<file path="src/rtl/vc_pop_arbiter_pkg.sv">
// Shared definitions for the VC0/VC1 pop arbiter: state encoding and default word width.
package vc_pop_arbiter_pkg;

  localparam int DATA_W_DEF = 6;

  typedef enum logic [1:0] {
    ST_IDLE   = 2'd0,
    ST_RUN    = 2'd1,
    ST_PAUSED = 2'd2
  } state_t;

endpackage

</file>
<file path="src/rtl/vc_pop_arbiter.sv">
// Pops VC0/VC1 FIFOs onto the single Demux_D0_D1 path: VC0 priority with a burst limit,
// combinational Pausa stall, and a one-deep registered data/valid pipeline.
module vc_pop_arbiter
  import vc_pop_arbiter_pkg::*;
#(
  parameter int DATA_W    = DATA_W_DEF,
  parameter int MAX_BURST = 4,
  parameter int CNT_W     = 4
) (
  input  logic              clk,
  input  logic              reset_L,
  input  logic              active,
  input  logic              fifo_empty_vc0,
  input  logic              fifo_empty_vc1,
  input  logic [DATA_W-1:0] data_vc0,
  input  logic [DATA_W-1:0] data_vc1,
  input  logic              pausa_d0,
  input  logic              pausa_d1,
  output logic              pop_vc0,
  output logic              pop_vc1,
  output logic [DATA_W-1:0] data_out,
  output logic              valid_out,
  output logic              grant_vc1
);

  localparam logic [CNT_W-1:0] MAX_CNT = CNT_W'(MAX_BURST);

  state_t             state_q, state_d;
  logic [CNT_W-1:0]   burst_cnt_q, burst_cnt_d;
  logic               pending_q, pending_sel_q;
  logic [DATA_W-1:0]  data_out_q;
  logic               valid_out_q, grant_vc1_q;
  logic               stall;

  assign stall = pausa_d0 | pausa_d1;

  // Next-state and issue decision; pops only ever leave the RUN state.
  always_comb begin
    state_d     = state_q;
    burst_cnt_d = burst_cnt_q;
    pop_vc0     = 1'b0;
    pop_vc1     = 1'b0;
    case (state_q)
      ST_IDLE: begin
        if (active && (!fifo_empty_vc0 || !fifo_empty_vc1)) state_d = ST_RUN;
      end
      ST_RUN: begin
        if (stall) begin
          state_d = ST_PAUSED;
        end else if (!active || (fifo_empty_vc0 && fifo_empty_vc1)) begin
          state_d = ST_IDLE;
        end else if (!fifo_empty_vc0 && (fifo_empty_vc1 || (burst_cnt_q < MAX_CNT))) begin
          pop_vc0 = 1'b1;
        end else begin
          pop_vc1 = 1'b1;
        end
      end
      ST_PAUSED: begin
        if (!active)     state_d = ST_IDLE;
        else if (!stall) state_d = ST_RUN;
      end
      default: state_d = ST_IDLE;
    endcase

    // The burst only counts while VC1 is actually waiting.
    if (fifo_empty_vc1 || pop_vc1) burst_cnt_d = '0;
    else if (pop_vc0 && (burst_cnt_q < MAX_CNT)) burst_cnt_d = burst_cnt_q + 1'b1;
  end

  always_ff @(posedge clk or negedge reset_L) begin
    if (!reset_L) begin
      state_q     <= ST_IDLE;
      burst_cnt_q <= '0;
    end else begin
      state_q     <= state_d;
      burst_cnt_q <= burst_cnt_d;
    end
  end

  // FIFO read data arrives the cycle after the pop; pending_sel picks which VC it came from.
  always_ff @(posedge clk or negedge reset_L) begin
    if (!reset_L) begin
      pending_q     <= 1'b0;
      pending_sel_q <= 1'b0;
      data_out_q    <= '0;
      valid_out_q   <= 1'b0;
      grant_vc1_q   <= 1'b0;
    end else begin
      pending_q     <= pop_vc0 | pop_vc1;
      pending_sel_q <= pop_vc1;
      valid_out_q   <= pending_q;
      if (pending_q) data_out_q <= pending_sel_q ? data_vc1 : data_vc0;
      if (pop_vc0 || pop_vc1) grant_vc1_q <= pop_vc1;
    end
  end

  assign data_out  = data_out_q;
  assign valid_out = valid_out_q;
  assign grant_vc1 = grant_vc1_q;

endmodule

</file>
<file path="config.mk">
export PLATFORM = sky130hd
export DESIGN_NAME = vc_pop_arbiter
export DESIGN_NICKNAME = d
export VERILOG_FILES = /design/src/rtl/vc_pop_arbiter_pkg.sv /design/src/rtl/vc_pop_arbiter.sv
export SDC_FILE = /design/constraint.sdc
export NUM_CORES = 1
export LEC_CHECK = 0
export CORE_UTILIZATION = 44
export DETAILED_ROUTE_END_ITERATION = 10
export GPL_TIMING_DRIVEN = 0
export PLACE_DENSITY = 0.89
export SLEW_MARGIN = 20
export SYNTH_ARGS = -nofsm -noshare
export SYNTH_HDL_FRONTEND = slang
export SYNTH_SLANG_ARGS = --single-unit
</file>
<file path="constraint.sdc">
create_clock -name clk -period 3.4 [get_ports clk]
set_input_delay 1.02 -clock clk [delete_from_list [all_inputs] [get_ports clk]]
set_output_delay 1.02 -clock clk [all_outputs]
set_load 0.01 [all_outputs]
</file>
Yosys cells after proc, flatten, opt, wreduce, memory -nomap -nowiden
Cells that the tools add are included. W data, S select, Z words.

Flip-flop bits (word level): 16. Bits of input ports: 19. Output and inout port bits: 10.

Add/sub/neg operators: 1. $lt $le $gt $ge: 1. Equal/unequal tests: 5. Multiplexer cells: 17. Bitwise logic cells: 2. Reduce and logical (&&, ||, !) cells: 15.

Operators with widths (count): $mux W2 (5); $mux W1 (8); $mux W4 (2); $mux W6 (1); $ne A3 B3 Y1 const B (2); $pmux W2 S3 (1); $logic_or A1 B1 Y1 (5); $add A4 B1 Y4 const B (1); $logic_and A1 B1 Y1 (4); $lt A4 B3 Y1 const B (1); $logic_not A1 Y1 (3); $reduce_and A3 Y1 (1); $eq A2 B1 Y1 const B (1); $eq A2 B2 Y1 const B (1); $logic_not A2 Y1 (1); $ne A2 B2 Y1 const B (1); $or A1 B1 Y1 (2); $reduce_bool A2 Y1 (1).

Longest topological paths before layout
Word-level depth: 10. Mapped depth: 3. Gate-level depth less buffers: 3.

Worst setup path after synthesis
OpenSTA, ideal clock, no wires.

Path type: input port to output port. Start: input port pausa_d1. End: output port pop_vc1. Data arrival time: 1.622 ns. Required time: 2.380 ns. Path slack: 0.758 ns. Stages on the path: 3. Buffers on the path: 0. Cells stage by stage: nor2_2 nand4_4 and2b_2.

Cells in the longest elaborated chain, start to end: 3.

Ends and longest elaborated chain: start: declaration (line vc_pop_arbiter.sv:18) `input logic pausa_d1,`; $or A1 B1 Y1 (line vc_pop_arbiter.sv:35) `assign stall = pausa_d0 | pausa_d1;`; $mux W1 (line vc_pop_arbiter.sv:48) `if (stall) begin`; $mux W1 (line vc_pop_arbiter.sv:43) `case (state_q)`; end: declaration (line vc_pop_arbiter.sv:20) `output logic pop_vc1,`.

Every way passes these cells.

Worst setup path in the final report
Ends and elaborated chain as after synthesis.

==> flow_summary.yaml <==
hold_path:
  hold-path-cell-count: 0
  hp-class: "reg -> reg"
  hold_path_end: "valid_out$_DFF_PN0_"
  min-delay-start: "pending_q$_DFF_PN0_"
critical_path:
  setup.worst_path.class: "in -> out"
  rr_endpoint: "grant_vc1$_DFFE_PN0P_"
  worst_setup_path_startpoint: "pausa_d1"
  worstSetupStartpointType: "primary input"
  wp_data_required_ns: 2.38
  worstSetupEndpointType: "output port"
  critPathMaxFanout: 4
  worst-r2r-cell-count: 4
  worst_r2r_startpoint: "state_q[1]$_DFFE_PN0P_"
  arrival_time_at_the_worst_endpoint_ns: 2.29
  setup.reg_to_reg.worst_slack_ns: 2.12
clock_tree:
  worstSkewPairLatency_ns: 0.28
  tritoncts.num_buffers: 3
  worst_setup_hold_path_clk_slew_ns: 0.08
  clock-root-buffer: "sky130_fd_sc_hd__clkbuf_4"
  ctsHoldBuffers: 0
  cts_num_sinks: 16
  cts.path.max_buffers: 2
  cts_tree: "done"
  clock_tree.htree_level_count: 1
layout:
  most-common-layout-cells: "25 x sky130_fd_sc_hd__clkdlybuf4s50_1, 16 x sky130_fd_sc_hd__dfrtp_1, 8 x sky130_fd_sc_hd__nor2_1, 8 x sky130_fd_sc_hd__mux2i_1, 7 x sky130_fd_sc_hd__a21oi_1"
  area.growth.synth_to_final_pct: 49.2
  post_route_cells_drive_above_1_share_pct: 14.1
  diodes: 0
  finalNonFillerCells: 115
  leading_cell_type_in_the_layout_fill_and_taps_excluded: "sky130_fd_sc_hd__clkdlybuf4s50_1"
  nFillCells: 108
  fin_nets: 120
drt:
  drt-total-wl_um: 1470
  detailroute.via_count: 607
  wl_per_cell_um: 12.8
  drt.antenna.violating_nets: 0
  vias_per_cell: 5.28
  post-route-drc-count: 0
  drt-initial-drc-count: 13
  first_pass_iters: 4
die:
  design.core.area_sq_um: 1520
  die_w_um: 42.9
  number_of_rows_created_at_floorplan: 14
  dieArea_sq_um: 1840
  chipHeight_um: 42.9
  starting_density_pct: 48.2
  io-pin-count: 29
timing:
  final_max_slew_viol_count: 0
  finalSetupViolations: 0
  layout_worst_path_cycle_share_pct: 97.5
  timing.final.ws_setup_ns: 0.0861
  fin_setup_tns_ns: 0
  max_slew.worst_pin.slew_ns: 0.664
  slew_headroom_pct: 55.6
  setup_repair_after_global_routing_missed_its_margin: "false"
  period_minus_slack_ns: 3.31
  hold_viol_final: 0
  worst_clock_skew_ns: 0.00348
  max_freq_mhz: 302
place:
  port-buffer-count: 28
  detailed_placement_hpwl_um: 1150
  pre_cts_slack_ns: -0.277
  placed_cells_incl_taps: 108
  routabilityCongestion: 0.661
flow_run:
  max-cap-violations: 0
synthesis:
  synth-seq-area-share_pct: 54.5
  average_cell_area_after_synthesis_sq_um: 11.5
  fraction_of_synthesized_cell_area_taken_by_the_top_area_cell_type_pct: 54.5
  synth_top_cell_by_area: "sky130_fd_sc_hd__dfrtp_1"
  synth.ff_latch_count: 16
  syn-cell-area_sq_um: 734
  yosys.cell_types.count: 23
  synth.area.top_cells: "sky130_fd_sc_hd__dfrtp_1 55%, sky130_fd_sc_hd__mux2i_1 11%, sky130_fd_sc_hd__a21oi_1 4.8%"
  yosysWarnings: 0
  net_count_after_synthesis: 84
  syn-instance-count: 64
power:
  power_frac_comb_pct: 32.9
  peakVddDrop_mv: 0.364
  p_int_w: 0.000409
  clockPowerShare_pct: 21.0
  power_frac_seq_pct: 46.1
  power.density_cell_area_nw_per_um2: 512
  switchingPower_w: 0.000152
  p_leak_nw: 0.502
  power.switching_fraction_pct: 27.1
global_route:
  first_global_vias: 598
  initial_antenna_violation_count: 0
  grt_start_max_net_pins: 17
  globalRouteTotalUtil_pct: 18.3
  global_route_wire_length_before_repair_um: 2480
  overflow: 0
status:
  status: "completed"
-- cells in the mapped netlist --
master and n:
sky130_fd_sc_hd__nand4_4 1, sky130_fd_sc_hd__o32ai_1 1, sky130_fd_sc_hd__nand3b_1 1, sky130_fd_sc_hd__dfrtp_1 16, sky130_fd_sc_hd__nor2b_4 1, sky130_fd_sc_hd__inv_1 1
sky130_fd_sc_hd__nor4_1 1, sky130_fd_sc_hd__nor2_2 1, sky130_fd_sc_hd__a21boi_0 1, sky130_fd_sc_hd__nand2b_1 4, sky130_fd_sc_hd__ha_1 1, sky130_fd_sc_hd__o2bb2ai_1 1
sky130_fd_sc_hd__a31oi_1 1, sky130_fd_sc_hd__clkbuf_1 1, sky130_fd_sc_hd__and2b_2 1, sky130_fd_sc_hd__o21bai_1 1, sky130_fd_sc_hd__nor2_1 8, sky130_fd_sc_hd__a21oi_1 7
sky130_fd_sc_hd__mux2_4 1, sky130_fd_sc_hd__and2_1 1, sky130_fd_sc_hd__mux2i_1 8, sky130_fd_sc_hd__nand2_1 4, sky130_fd_sc_hd__buf_2 1
-- sequential cells by signal (all words and copies together) (netlist names) --
name and count:
grant_vc1 1, pending_sel_q 1, pending_q 1, valid_out 1
burst_cnt_q 4, state_q 2, data_out 6
-- through the flow --
step,hold slack [ns],cell area (sq um),utilization [%],total power [W]
floorplan,0.394,734,-,0.000331
global placement,0.404,1030,67.9,0.000435
detailed placement,0.434,1030,67.9,0.000445
CTS,0.456,1090,71.8,0.000568
global route,0.467,1100,71.9,0.000595
finish,0.452,1100,71.9,0.000561
-- worst max-delay path by stage --
stage / depth (start not counted) / end
2_1_floorplan: 3 / pop_vc1
3_3_place_gp: 5 / pop_vc1
3_5_place_dp: 5 / pop_vc1
4_1_cts: 5 / pop_vc1
5_1_grt: 5 / pop_vc1
6_report: 5 / pop_vc1
-- cells by family after synthesis --
group	Yosys count	synth area share [%]
muxes	9	12.9
buffers and inverters	3	1.70
and+or+nand+nor	23	19.1
DFF	16	54.5
adders and majority gates	1	1.70
AOI/OAI and AO/OA	12	10.1
-- power groups by stage --
stage          Clock, W  Sequential [W]  Combinational (W)
2_1_floorplan         0        0.000277          0.0000532
3_3_place_gp          0        0.000259           0.000176
3_5_place_dp          0        0.000262           0.000183
4_1_cts        0.000122        0.000258           0.000187
5_1_grt        0.000131        0.000263           0.000202
6_report       0.000118        0.000259           0.000185
-- metal layers --
layer | track usage, % | up-vias | routed length, um
li1 | - | 293 | -
met1 | 19.6 | 283 | 568
met2 | 32.7 | 27 | 741
met3 | 4.68 | 4 | 140
met4 | 9.38 | 0 | 19
met5 | 0 | - | 0
-- final cells by class --
| class | instances | area, sq um | share of cell area [%] |
|---|---|---|---|
| multi-input cells | 45 | 324 | 29.6 |
| inverters | 1 | 3.75 | 0.342 |
| clock buffers | 4 | 36.3 | 3.31 |
| plain buffers | 2 | 8.76 | 0.799 |
| flip-flops and latches | 16 | 400 | 36.5 |
| well taps | 16 | 20.0 | 1.83 |
| repair buffers | 31 | 303 | 27.6 |
-- what timing repair did --
action                                  4_1_cts  5_1_grt
buffers inserted                              3        0
resized for setup                             3        1
endpoints found under the setup margin        2        1
-- critical path, stage by stage --
cell,delay [ns]
sky130_fd_sc_hd__clkdlybuf4s50_1,0.43
sky130_fd_sc_hd__nor2_2,0.21
sky130_fd_sc_hd__nand4_4,0.14
sky130_fd_sc_hd__and2b_2,0.24
sky130_fd_sc_hd__dlygate4sd2_1,0.26
Power figures use the tool's default switching activity.
